<file path="src/rtl/demux_1_to_n_reg.sv">
`default_nettype none
//------------------------------------------------------------------------------
// Module   : demux_1_to_n_reg
// Purpose  : Registered 1-to-N demultiplexer with a valid/ready handshake on
//            each output lane.
//            Define DEMUX_SEL_ERR_CNT_EN to add a saturating err_cnt output.
// Revision : 1.0 - initial release
//------------------------------------------------------------------------------
module demux_1_to_n_reg #(
  parameter int N = 9,
  parameter int m = 4,
  parameter int W = 8
) (
  input  logic             clk,
  input  logic             rst_n,
  input  logic [W-1:0]     in_data,
  input  logic [m-1:0]     in_sel,
  input  logic             in_valid,
  output logic             in_ready,
  output logic [N*W-1:0]   out_data,
  output logic [N-1:0]     out_valid,
  input  logic [N-1:0]     out_ready,
  output logic             sel_err
`ifdef DEMUX_SEL_ERR_CNT_EN
  ,
  output logic [15:0]      err_cnt
`endif
);

  // One extra bit so that N == 2**m is representable and compares to all-ones.
  localparam logic [m:0] C_LANES = (m+1)'(N);

  logic [N-1:0]   w_hit;
  logic           w_sel_ok;
  logic           w_lane_free;
  logic           w_acc;

  logic [N-1:0]   out_valid_q, out_valid_d;
  logic [N*W-1:0] out_data_q,  out_data_d;
  logic           sel_err_q,   sel_err_d;

  genvar gi;
  generate
    for (gi = 0; gi < N; gi++) begin : g_lane_dec
      assign w_hit[gi] = (in_sel == m'(gi));
    end
  endgenerate

  // An out-of-range word is always accepted and dropped so the producer never stalls.
  always_comb begin
    w_sel_ok    = ({1'b0, in_sel} < C_LANES);
    w_lane_free = |(w_hit & (~out_valid_q | out_ready));
    in_ready    = w_sel_ok ? w_lane_free : 1'b1;
    w_acc       = in_valid & in_ready & w_sel_ok;
  end

  always_comb begin
    out_valid_d = out_valid_q & ~out_ready;
    out_data_d  = out_data_q;
    for (int i = 0; i < N; i++) begin
      if (w_acc && w_hit[i]) begin
        out_valid_d[i]       = 1'b1;
        out_data_d[i*W +: W] = in_data;
      end
    end
    sel_err_d = in_valid & ~w_sel_ok;
  end

  always_ff @(posedge clk or negedge rst_n) begin
    if (!rst_n) begin
      out_valid_q <= '0;
      out_data_q  <= '0;
      sel_err_q   <= 1'b0;
    end else begin
      out_valid_q <= out_valid_d;
      out_data_q  <= out_data_d;
      sel_err_q   <= sel_err_d;
    end
  end

  assign out_valid = out_valid_q;
  assign out_data  = out_data_q;
  assign sel_err   = sel_err_q;

`ifdef DEMUX_SEL_ERR_CNT_EN
  logic [15:0] err_cnt_q, err_cnt_d;

  always_comb begin
    err_cnt_d = err_cnt_q;
    if (sel_err_d && (err_cnt_q != 16'hFFFF)) begin
      err_cnt_d = err_cnt_q + 16'd1;
    end
  end

  always_ff @(posedge clk or negedge rst_n) begin
    if (!rst_n) begin
      err_cnt_q <= 16'd0;
    end else begin
      err_cnt_q <= err_cnt_d;
    end
  end

  assign err_cnt = err_cnt_q;
`endif

endmodule
`default_nettype wire

</file>
<file path="config.mk">
export PLATFORM = sky130hd
export DESIGN_NAME = demux_1_to_n_reg
export DESIGN_NICKNAME = d
export VERILOG_FILES = /design/src/rtl/demux_1_to_n_reg.sv
export SDC_FILE = /design/constraint.sdc
export NUM_CORES = 1
export LEC_CHECK = 0
export ABC_AREA = 1
export BUFFER_PORTS_ARGS = -buffer_cell sky130_fd_sc_hd__buf_2
export CAP_MARGIN = 20
export CORE_ASPECT_RATIO = 0.7
export CORE_UTILIZATION = 35
export DETAILED_ROUTE_END_ITERATION = 6
export MAX_ROUTING_LAYER = met4
export PLACE_DENSITY_LB_ADDON = 0.05
export SKIP_CTS_REPAIR_TIMING = 1
export SLEW_MARGIN = 40
export SYNTH_ARGS = -nofsm -noshare
export SYNTH_HDL_FRONTEND = slang
export SYNTH_SLANG_ARGS = --single-unit
</file>
<file path="constraint.sdc">
create_clock -name clk -period 1.8 [get_ports clk]
set_input_delay 0.18 -clock clk [delete_from_list [all_inputs] [get_ports clk]]
set_output_delay 0.18 -clock clk [all_outputs]
set_load 0.02 [all_outputs]
</file>
==> metrics.md, run 1 <==
| Metric | Value |
|---|---|
| Synthesis-to-finish area growth | 30.3% |
| Area leader, netlist | dfrtp_1 |
| Post-synthesis cell type count | 22 |
| Root Driver | clkbuf_16 |
| Ant diodes | 0 |
| H-tree depth | 3 |
| Status | complete, no violations |
| Slew HR | 0.704 |
| Maximum root-to-sink buffer count | 2 |
| CP Class | flop to output port |
| Crit path DAT | between 1.5 and 2 ns |
| Leakage | between 2 and 3 nW |
| Vias in the first global route | around 3000 |
| GRT Total Usage | 0.206 |
| Hold WS | roughly 0.026 ns |
| Gpl congestion | 0.854 |
| Cell Pwr Density | between 1000 and 1500 mW/mm² |
| Fin worst setup slack | between 0.06 and 0.07 ns |
| Vias per inst | 4.96 |
| Synth warnings | 0 |
| Chip width | roughly 120 µm |
| Commonest non-fill, non-tap cell in the layout | nand2_1 |
| Crit Path Max Fanout | 12 |
| Pins Over Slew Limit | 0 |
| Top cells by area, synth | dfrtp_1 (56%), nand2_1 (17%), nand4_1 (12%) |
| Slowest stage delay, CP | between 0.3 and 0.4 ns |
| Fmax | 575 MHz |
| TritonCTS Buffers | 9 |
| Initial antenna violation count | 0 |
| Avg WL per Cell | 16.3 µm |
| Synthesized area | between 0.003 and 0.004 mm² |
| First-pass GRT wire length | ~17000 µm |
| Worst-Margin Slew | between 0.4 and 0.5 ns |
| Register area share after synthesis | 0.559 |
| # DRC | 0 |
| Vias | about 3200 |
| Crit path cell chain | inv_1 -> nor2_2 -> nand3_1 -> a21oi_2 -> nand3_4 -> buf_12 -> buf_4 |
| Post-layout min period | about 1.7 ns |
| DP Worst Slack | around 0.090 ns |
| TritonRoute pass-1 iters | 4 |
| Port Buf Inserts | roughly 110 |
| Worst-case clock skew | roughly 0.0055 ns |
| Filler cell count | 993 |
| Setup crit end kind | output port |
| Chip Height | approximately 88 µm |
| Largest delay share family, worst path | buffers and inverters |
| CP Launch Type | flop |
| HPWL Detailed | 7100 µm |
| Tcrit/Tclk final | 0.966 |
| Maximum VDD drop | 474 µV |
| Iteration-0 DRC count of the detailed router | between 200 and 300 |
| Total gr overflow | 0 |
| CTS tree | done |
| Required @ worst endpoint | ~1.6 ns |
| Detailed Route WL | 10600 µm |
| Mapped Cells | just over 400 |
| Worst skew pair latency | 0.34 ns |
| Site Rows | 30 |
| Average size of a mapped cell | approximately 9.0 µm² |
| Layout cell share with drive strength beyond 1 | 0.330 |
| I/O pin count | ~110 |
| Setup violators final | 0 |
| Most frequent cells in the layout | nand2_1 (160), buf_2 (104), dfrtp_1 (82) |
| Initial Util | 0.369 |
| Die area | about 0.011 mm² |
| CTS sink cnt | 82 |
| Final hold viol count | 0 |
| Synth top area share | 0.559 |
| Worst Path Buf+Inv | 3 |
| Largest net degree at the start of global routing | between 80 and 90 |
| Core area | about 0.0099 mm² |
| Worst Hold Class | primary input to flop |
| Post-route ant nets | 0 |
| Slowest CP cell | dfrtp_1 |
| Clock slew at reported path FFs | roughly 0.06 ns |
| Max cap viols | 0 |
| Net count, final | roughly 540 |
| Syn Nets | 430 |
| Seq cells post-synth | 82 |
[sequential cells by signal, indices dropped and copies added (netlist names)]
| name | count |
|---|---|
| out_data | 72 |
| out_valid | 9 |
| sel_err | 1 |
[through the flow]
step | cells | area (µm²) | total power [mW] | utilization | TNS, ns
after floorplan | 406 | 3670 | 3.16 | - | 0
after global placement | 628 | 4420 | 3.70 | 0.444 | 0
after detailed placement | 628 | 4420 | 3.72 | 0.444 | 0
after CTS | 644 | 4690 | 5.42 | 0.471 | -0.0938
after global routing | 653 | 4780 | 5.69 | 0.481 | -0.0000343
final | 653 | 4780 | 5.39 | 0.481 | 0
[power by group]
group | internal (mW) | total (mW) | switching (mW)
Sequential | 2.16 | 2.34 | 0.176
Combinational | 0.448 | 1.37 | 0.927
Clock | 0.959 | 1.68 | 0.723
[cell usage after synthesis]
library cell	n
nand2_1	162
nor3_1	1
clkbuf_1	8
nor2_4	1
inv_2	4
dfrtp_1	82
clkinv_1	2
a21oi_4	1
buf_2	14
nand3_2	1
nor3_2	3
nand4_1	72
buf_8	1
inv_1	15
nor2_2	3
buf_6	1
nand3_4	8
a21oi_1	1
buf_4	2
nor2_1	13
nand3_1	8
o21ai_1	3
[metal layers]
layer,GRT usage,share of wire,up-vias
met2,0.288,0.43,93
met3,0.0525,0.058,9
met5,-,0,-
met4,0.0460,0.0082,0
li1,-,-,1605
met1,0.297,0.50,1535
[final timing paths]
check | from | to | slack [ns] | depth (start not counted)
max | out_valid[8] | in_ready | 0.06 | 7
min | out_ready[0] | out_valid[0] | 0.03 | 2
max reg2reg | out_valid[8] | out_data[50] | 0.17 | 10
min reg2reg | out_data[40] | out_data[40] | 0.46 | 2
max in group asynchronous | rst_n | out_data[1] | 1.03 | 3
min in group asynchronous | rst_n | out_data[11] | 0.43 | 3
[area by class of cell]
type	instances	area, µm²	area share
tap	128	160	0.0335
multi-input combinational	277	1440	0.300
timing repair buffer	129	786	0.164
clock buffer	10	239	0.0500
sequential	82	2050	0.429
inverter	21	78.8	0.0165
clock inverter	6	32.5	0.00680
[cells by family after synthesis]
| group | after synthesis | share of synthesized area |
|---|---|---|
| flip-flops | 82 | 0.559 |
| AND/OR/NAND/NOR | 272 | 0.371 |
| buffers and inverters | 47 | 0.0600 |
| AO/OA/AOI/OAI | 5 | 0.00988 |
No activity file was read; power rests on OpenSTA's default activity.
==> run 2, diff against run 1 <==
Settings changed: CORE_ASPECT_RATIO 0.7 to default, SKIP_CTS_REPAIR_TIMING 1 to default.
==> metrics.md, run 2 (same netlist as run 1, synthesis figures left out) <==
| Metric | Value |
|---|---|
| CTS sink cnt | between 80 and 90 |
| Crit Path Max Fanout | 2 |
| Setup violators final | 0 |
| Maximum VDD drop | between 400 and 500 µV |
| # DRC | 0 |
| Worst-case clock skew | 0.0138 ns |
| Port Buf Inserts | ~110 |
| Vias per inst | slightly below 5 |
| Slowest CP cell | dfrtp_1 |
| Initial Util | 0.359 |
| CP Launch Type | flop |
| Max reg flops | roughly 70 |
| GRT Total Usage | 0.211 |
| Worst skew pair latency | about 0.36 ns |
| Final hold viol count | 0 |
| TritonRoute pass-1 iters | 4 |
| Initial antenna violation count | 0 |
| Slowest stage delay, CP | roughly 0.36 ns |
| Vias | ~3300 |
| Detailed Route WL | 10700 µm |
| Setup total negative slack | 0 ns |
| Chip Height | between 100 and 150 µm |
| Maximum root-to-sink buffer count | 2 |
| Pins Over Slew Limit | 0 |
| Slew HR | 0.645 |
| Tcrit/Tclk final | 0.948 |
| Net count, final | between 500 and 600 |
| Status | complete, no violations |
| Layout cell share with drive strength beyond 1 | 0.328 |
| Root Driver | clkbuf_8 |
| H-tree depth | 3 |
| Core area | a little over 0.01 mm² |
| Required @ worst endpoint | about 1.6 ns |
| CTS tree | done |
| Post-route ant nets | 0 |
| Synthesis-to-finish area growth | 31.2% |
| Chip width | between 100 and 150 µm |
| Site Rows | 37 |
| Setup crit end kind | output port |
| Commonest non-fill, non-tap cell in the layout | nand2_1 |
| TritonCTS Buffers | 9 |
| Worst Hold Class | primary input to flop |
| CP Class | flop to output port |
| Total gr overflow | 0 |
| Largest net degree at the start of global routing | between 40 and 50 |
| Leakage | about 2.7 nW |
| Max cap viols | 0 |
| Worst-Margin Slew | 0.530 ns |
| Worst Hold Path Cells | 4 |
| Cell Pwr Density | between 1000 and 1500 mW/mm² |
| Vias in the first global route | 3126 |
| Crit path cell chain | inv_2 -> nor2_4 -> nand3_2 -> a21oi_2 -> nand3_4 -> buf_12 -> buf_4 |
| Crit path DAT | around 1.5 ns |
| Unrepaired setup endpoints after global routing | no |
| R2R depth | 11 |
| Clock slew at reported path FFs | 0.09 ns |
| Most frequent cells in the layout | nand2_1 (161), buf_2 (104), dfrtp_1 (82) |
| I/O pin count | approximately 110 |
| Ant diodes | 0 |
| HPWL Detailed | 7030 µm |
| Die area | 0.0109 mm² |
| Post-layout min period | ~1.7 ns |
| Iteration-0 DRC count of the detailed router | between 150 and 200 |
| Fmax | ~600 MHz |
| First-pass GRT wire length | 17000 µm |
| Gpl congestion | slightly above 0.8 |
| Avg WL per Cell | 16.1 µm |
| Total power | 5.17 mW |
## run 2: changes by cell type in the layout (fill, tap and decap cells not counted), sizes merged
cell / before / now
clkinvlp: 1 / 0
nand3: 17 / 22
buf: 128 / 124
clkinv: 7 / 5
clkbuf: 10 / 11
dlygate4sd3: 1 / 4
bufinv: 0 / 2
bufbuf: 0 / 1
## run 2: path summary, 6_finish.rpt
kind,startpoint,end,slack [ns]
worst min register to register,out_data[5],out_data[5],0.47
worst min-delay path,out_ready[4],out_valid[4],0.10
min in group asynchronous,rst_n,out_data[15],0.29
worst max-delay path,out_valid[8],in_ready,0.09
max in group asynchronous,rst_n,out_data[63],0.95
worst max register to register,out_valid[7],out_data[56],0.12
## run 2: through the flow
| stage | area, µm² | util | setup slack, ns | instances | hold WS, ns |
|---|---|---|---|---|---|
| CTS | 4750 | 0.464 | 0.0121 | 661 | 0.106 |
| floorplan | 3670 | - | 0.342 | 406 | -0.116 |
| detailed placement | 4430 | 0.433 | 0.154 | 637 | 0.141 |
| global route | 4820 | 0.471 | 0.00514 | 666 | 0.105 |
| finish | 4820 | 0.471 | 0.0932 | 666 | 0.101 |
| global placement | 4430 | 0.433 | 0.142 | 637 | 0.140 |
## run 2: final cells by class
type	instances	area (µm²)
clock buffers	11	131
clock inverters	5	78.8
fillers	1021	5410
inverters	21	78.8
multi-input cells	282	1490
flip-flops and latches	82	2050
well taps	136	170
repair buffers	129	818
## run 2: repair_timing
item                                    CTS  global route
pin swaps                                 3             5
hold buffers                              4             0
cloned                                    1             5
endpoints found under the setup margin    1            55
buffers inserted                          3             0
resized for setup                         4             6
endpoints found under the hold margin    30             0
## run 2: power by group
group          leakage, nW  switching (mW)  total, mW  internal (mW)
Sequential            1.08           0.179       2.34           2.16
Combinational         1.48           0.928       1.39          0.459
Clock                0.107           0.672       1.45          0.781
## run 2: per-layer routing
layer	share of wire	wire [µm]	track usage
met2	0.45	4850	0.314
met5	0	0	-
met4	0.015	166	0.0827
met3	0.050	534	0.0307
met1	0.48	5150	0.290
## run 2: critical path, delay by kind of cell (launching register included)
kind | cells | cell delay, ns
DFF | 1 | 0.36
AOI/OAI and AO/OA | 1 | 0.19
buffers and inverters | 3 | 0.34
and+or+nand+nor | 3 | 0.28
